[config.mk]
export PLATFORM = sky130hd
export DESIGN_NAME = median_block_averager_flat
export DESIGN_NICKNAME = d
export VERILOG_FILES = /design/src/rtl/median_block_averager_if.sv /design/src/rtl/median_block_averager.sv /design/src/flat_wrapper.sv
export SDC_FILE = /design/constraint.sdc
export NUM_CORES = 1
export LEC_CHECK = 0
export CAP_MARGIN = 20
export CORE_MARGIN = 2
export CORE_UTILIZATION = 40
export DETAILED_ROUTE_END_ITERATION = 10
export HOLD_SLACK_MARGIN = 0.05
export SYNTH_ARGS = -nofsm -noshare
export SYNTH_HDL_FRONTEND = slang
export SYNTH_SLANG_ARGS = --single-unit
[constraint.sdc]
create_clock -name clk -period 3.2 [get_ports clk]
set_clock_uncertainty 0.05 [all_clocks]
set_input_delay 0.32 -clock clk [delete_from_list [all_inputs] [get_ports clk]]
set_output_delay 0.32 -clock clk [all_outputs]
set_load 0.02 [all_outputs]
[src/rtl/median_block_averager_if.sv]
// Handshake bundle between the median filter, the block averager and the readout consumer.
// Carries the sample strobe/data inward and the averaged result, valid/ready and status outward.
// master = filter/readout side that drives samples and ready; slave = the averager.
interface median_block_averager_if #(
   parameter int DATA_W = 16,
   parameter int LOG2_N = 3
);
   logic [DATA_W-1:0] in_data;
   logic              load;
   logic [DATA_W-1:0] out_data;
   logic              out_valid;
   logic              out_ready;
   logic              overrun;
   logic [LOG2_N-1:0] count;

   modport master (
      output in_data, load, out_ready,
      input  out_data, out_valid, overrun, count
   );

   modport slave (
      input  in_data, load, out_ready,
      output out_data, out_valid, overrun, count
   );
endinterface

[src/rtl/median_block_averager.sv]
// Averages 2**LOG2_N filtered samples into a one-deep VALID/READY output register (AVG_ROUND_EN: round half up).
// Latency: result valid the cycle after the Nth load; accumulator state updates every load cycle.
// Backpressure: none toward the input; a stalled consumer gets its result overwritten and overrun set.
module median_block_averager #(
   parameter int DATA_W = 16,
   parameter int LOG2_N = 3
) (
   input  logic                 clk,
   input  logic                 hard_reset,
   input  logic                 rst,
   median_block_averager_if.slave bus
);
   localparam int ACC_W = DATA_W + LOG2_N;
   localparam logic [LOG2_N-1:0] LAST = '1;

   typedef enum logic {EMPTY = 1'b0, FULL = 1'b1} state_t;

   state_t            state;
   logic [ACC_W-1:0]  acc;
   logic [ACC_W-1:0]  sum;
   logic [LOG2_N-1:0] count;
   logic [DATA_W-1:0] out_data;
   logic [DATA_W-1:0] mean;
   logic              overrun;
   logic              complete;

`ifdef AVG_ROUND_EN
   localparam logic [ACC_W:0] HALF = (ACC_W+1)'(1) << (LOG2_N - 1);
`endif

   // Running sum including the current sample, its mean, and the block-completion strobe.
   always_comb begin
      sum      = acc + ACC_W'(bus.in_data);
      complete = bus.load && (count == LAST);
`ifdef AVG_ROUND_EN
      // One extra bit keeps the rounding add exact; the mean of N in-range samples always fits DATA_W.
      mean = DATA_W'(({1'b0, sum} + HALF) >> LOG2_N);
`else
      mean = DATA_W'(sum >> LOG2_N);
`endif
   end

   // Accumulator, sample counter and the two-state output register with sticky overrun.
   always_ff @(posedge clk or posedge hard_reset) begin
      if (hard_reset) begin
         state    <= EMPTY;
         acc      <= '0;
         count    <= '0;
         out_data <= '0;
         overrun  <= 1'b0;
      end else if (rst) begin
         // Frame restart wins over a coincident load; that sample is dropped.
         state    <= EMPTY;
         acc      <= '0;
         count    <= '0;
         out_data <= '0;
         overrun  <= 1'b0;
      end else begin
         if (complete) begin
            acc      <= '0;
            count    <= '0;
            out_data <= mean;
            state    <= FULL;
            // Only a result nobody took this cycle counts as lost.
            if (state == FULL && !bus.out_ready)
               overrun <= 1'b1;
         end else begin
            if (bus.load) begin
               acc   <= sum;
               count <= count + 1'b1;
            end
            if (state == FULL && bus.out_ready)
               state <= EMPTY;
         end
      end
   end

   assign bus.out_data  = out_data;
   assign bus.out_valid = (state == FULL);
   assign bus.overrun   = overrun;
   assign bus.count     = count;
endmodule

[src/flat_wrapper.sv]
// flat-port wrapper written by rule: the top's interface ports become plain ports
module median_block_averager_flat 
#(
   parameter int DATA_W = 16,
   parameter int LOG2_N = 3
)
  (clk, hard_reset, rst, bus_in_data, bus_load, bus_out_ready, bus_out_data, bus_out_valid, bus_overrun, bus_count);
  median_block_averager_if #(.DATA_W(DATA_W), .LOG2_N(LOG2_N)) bus_i ();
  input  logic clk;
  input  logic hard_reset;
  input  logic rst;
  input wire logic [$bits(bus_i.in_data)-1:0] bus_in_data;
  input wire logic [$bits(bus_i.load)-1:0] bus_load;
  input wire logic [$bits(bus_i.out_ready)-1:0] bus_out_ready;
  output wire logic [$bits(bus_i.out_data)-1:0] bus_out_data;
  output wire logic [$bits(bus_i.out_valid)-1:0] bus_out_valid;
  output wire logic [$bits(bus_i.overrun)-1:0] bus_overrun;
  output wire logic [$bits(bus_i.count)-1:0] bus_count;
  assign bus_i.in_data = bus_in_data;
  assign bus_i.load = bus_load;
  assign bus_i.out_ready = bus_out_ready;
  assign bus_out_data = bus_i.out_data;
  assign bus_out_valid = bus_i.out_valid;
  assign bus_overrun = bus_i.overrun;
  assign bus_count = bus_i.count;
  median_block_averager #(.DATA_W(DATA_W), .LOG2_N(LOG2_N)) u_core (.clk(clk), .hard_reset(hard_reset), .rst(rst), .bus(bus_i));
endmodule
==> flow_metrics.tcl <==
set metrics [dict create \
    final_hold_viol_count 0 \
    avgSynthCellArea_um2 9.78 \
    synth_nets 291 \
    drc_errors 0 \
    drt_iter0_drc 61 \
    cp-end-kind "register" \
    synth_flop_cell "dfrtp_1" \
    critical_path_class "input pin to register" \
    ir_drop_v 0.000213 \
    fin_nets 331 \
    dp_hpwl_um 4200 \
    grt_use_total_pct 18.1 \
    clockBufferDepth 2 \
    clkLatencyLatePin_ns 0.29 \
    die-area_um2 6780 \
    hold_buffers 0 \
    rr_startpoint "u_core.acc[0]" \
    worst_pin_slew_ns 0.648 \
    p_leak_nw 1.39 \
    antenna_found_initial 0 \
    fill_cells 554 \
    arrival_ns 2.77 \
    drt_pass1_iterations 4 \
    synth_edf_count 0 \
    vias 2004 \
    reg2reg_slack_ns 0.59 \
    routed_via_density 5.46 \
    ys_warn_count 0 \
    cts.sinks 40 \
    slew_viol_final 0 \
    htreeDepth 2 \
    core_um2 5920 \
    fp.dieH_um 82.3 \
    power_density_nw_per_um2 490 \
    drt.antenna.violating_nets 0 \
    detail_route.wirelength_um 5610 \
    setup.worst_path.start "bus_in_data[0]" \
    outcome "finished clean" \
    utilization_pct 51.8 \
    rr_endpoint "u_core.bus.out_data[15]" \
    numCtsBuffers 5 \
    min_period_ns 2.66 \
    power_w 0.00150 \
    postCtsSetupRepairBufs 0 \
    period_share_pct 83.1 \
    synth_adder_area_share_pct 9.99 \
    synth_xor_xnor_area_share_pct 5.35 \
    clk_pin_slew_ns 0.07 \
    initial_core_util_pct 41.5 \
    maxCapViolCount 0 \
    synth_cells 251 \
    netlist-cell-type-count 47 \
    reg2regPathDepth 9 \
    place_congestion 0.864 \
    cts.repair.resized 0 \
    start_kind "input pin" \
    numPortBuffers 41 \
    crit_required_ns 3.31 \
    slew_headroom_pct 56.6 \
    setup_viol_count_final 0 \
    cp_max_fo 5 \
    ioPinCount 42 \
    min_path_type "input pin to async pin" \
    grt_max_degree 41 \
    crit_end "u_core.bus.out_data[15]" \
    regArea_um2 1000 \
    synth_area_um2 2450 \
    drive_gt1_share_pct 8.56 \
    grt_pass1_wl_um 9390 \
    yosys.area_share.simple_pct 13.0 \
    cts-root-buf "clkbuf_8" \
    fp-row-count 28 \
    n_antenna_cell 0 \
    synth-seq-area-share_pct 40.8 \
    avgRoutedWirePerCell_um 15.3 \
    area_growth_pct 24.9 \
    async_flop_share_pct 100 \
    finalSetupTns_ns 0 \
    synth_top_family_by_area "compound AO/OA/AOI/OAI gates" \
    ys_ff_latch 40 \
    grt_pass1_vias 1935 \
    muxShareOfSynthArea_pct 1.63 \
    multiInputGateArea_um2 1380 \
    rsz0062_at_grt "false" \
    cts_tree "yes" \
    max_freq_ghz 0.376 \
    dieWidth_um 82.3 \
    overflow 0 \
    synth_compound_area_share_pct 26.0 \
]
sequential cells by signal (all words and copies together) (netlist names):
| signal | cells |
|---|---|
| u_core.acc | 19 |
| u_core.bus.out_data | 16 |
| u_core.bus.count | 3 |
| u_core.bus.out_valid | 1 |
| u_core.bus.overrun | 1 |
stage by stage:
step / hold WS [ns] / std cells / setup WS (ns) / area (um^2)
global placement: 0.417 / 359 / 0.325 / 2940
floorplan: 0.404 / 251 / 0.882 / 2450
detailed placement: 0.420 / 359 / 0.258 / 2940
global route: 0.466 / 367 / 0.329 / 3070
CTS: 0.428 / 367 / 0.549 / 3070
finish: 0.405 / 367 / 0.542 / 3070
cell families after synthesis:
kind of cell | after synthesis
and+or+nand+nor | 67
xor gates and xnor gates | 15
muxes | 4
adders and majority gates | 19
AOI/OAI and AO/OA | 88
buffers and inverters | 18
DFF | 40
worst max-delay path, stage by stage:
cell,delay (ns)
clkdlybuf4s50_1,0.40
ha_1,0.22
fa_1,0.42
a211oi_1,0.33
o21ai_1,0.16
a21boi_2,0.26
o221ai_2,0.21
and3_4,0.23
xnor2_1,0.13
o21ai_1,0.07
routing by layer:
metal	global-route usage, %	part of all wire, %
met1	25.0	47
met3	3.70	4.7
met5	0	0
met2	29.4	47
met4	4.00	0.89
worst min-delay path by stage:
stage,slack (ns),to
6_report,0.40,u_core.bus.out_data[14]
5_1_grt,0.47,u_core.bus.out_data[14]
4_1_cts,0.43,u_core.acc[16]
3_5_place_dp,0.42,u_core.bus.out_data[14]
3_3_place_gp,0.42,u_core.bus.out_data[13]
2_1_floorplan,0.40,u_core.acc[11]
Yosys cell counts (all sizes together) (2+ instances only):
cell     count  area [um^2]
nor2        18         67.6
nor3         2         10.0
dfrtp       40         1000
nand4        2         12.5
clkbuf       9         33.8
mux2i        4         40.0
inv          4         15.0
xnor2        7         61.3
o21bai       2         26.3
nand2       25         93.8
a2111oi      2         42.5
buf          5         30.0
nand3        5         25.0
o22ai        2         12.5
a21o         4         30.0
xor2         8         70.1
nand2b       6         37.5
a31oi        3         18.8
o21a         2         15.0
or3b         2         17.5
ha          18          225
a21boi       2         18.8
o21ai       26          130
a211oi       2         15.0
a21oi       17         96.4
a22o        19          166
and3         3         25.0
o211ai       2         15.0
final cells by class:
class	instances	area share, %
Timing Repair Buffer	47	14.9
Inverter	4	0.490
Multi-Input combinational cell	193	44.8
Clock buffer	7	3.14
Tap cell	75	3.06
Sequential cell	40	32.6
Clock inverter	1	0.979
report_power, final:
part | switching [W] | total (W) | internal [W]
Clock | 0.000174 | 0.000449 | 0.000275
Sequential | 0.0000264 | 0.000569 | 0.000543
Combinational | 0.000275 | 0.000485 | 0.000210
layout by cell type (no fill, tap or decap), types with 5 or more instances in the layout:
| master | Yosys | routed |
|---|---|---|
| ha_1 | 18 | 18 |
| nor2_1 | 18 | 18 |
| clkdlybuf4s50_1 | 0 | 41 |
| clkbuf_8 | 0 | 7 |
| a22o_1 | 19 | 19 |
| o21ai_0 | 22 | 22 |
| nand2_1 | 25 | 25 |
| dfrtp_1 | 40 | 40 |
| xor2_1 | 8 | 8 |
| nand2b_1 | 6 | 6 |
| xnor2_1 | 7 | 7 |
| buf_4 | 0 | 6 |
| a21oi_1 | 16 | 16 |
| nand3_1 | 5 | 5 |
(Power assumes the default switching activity.)
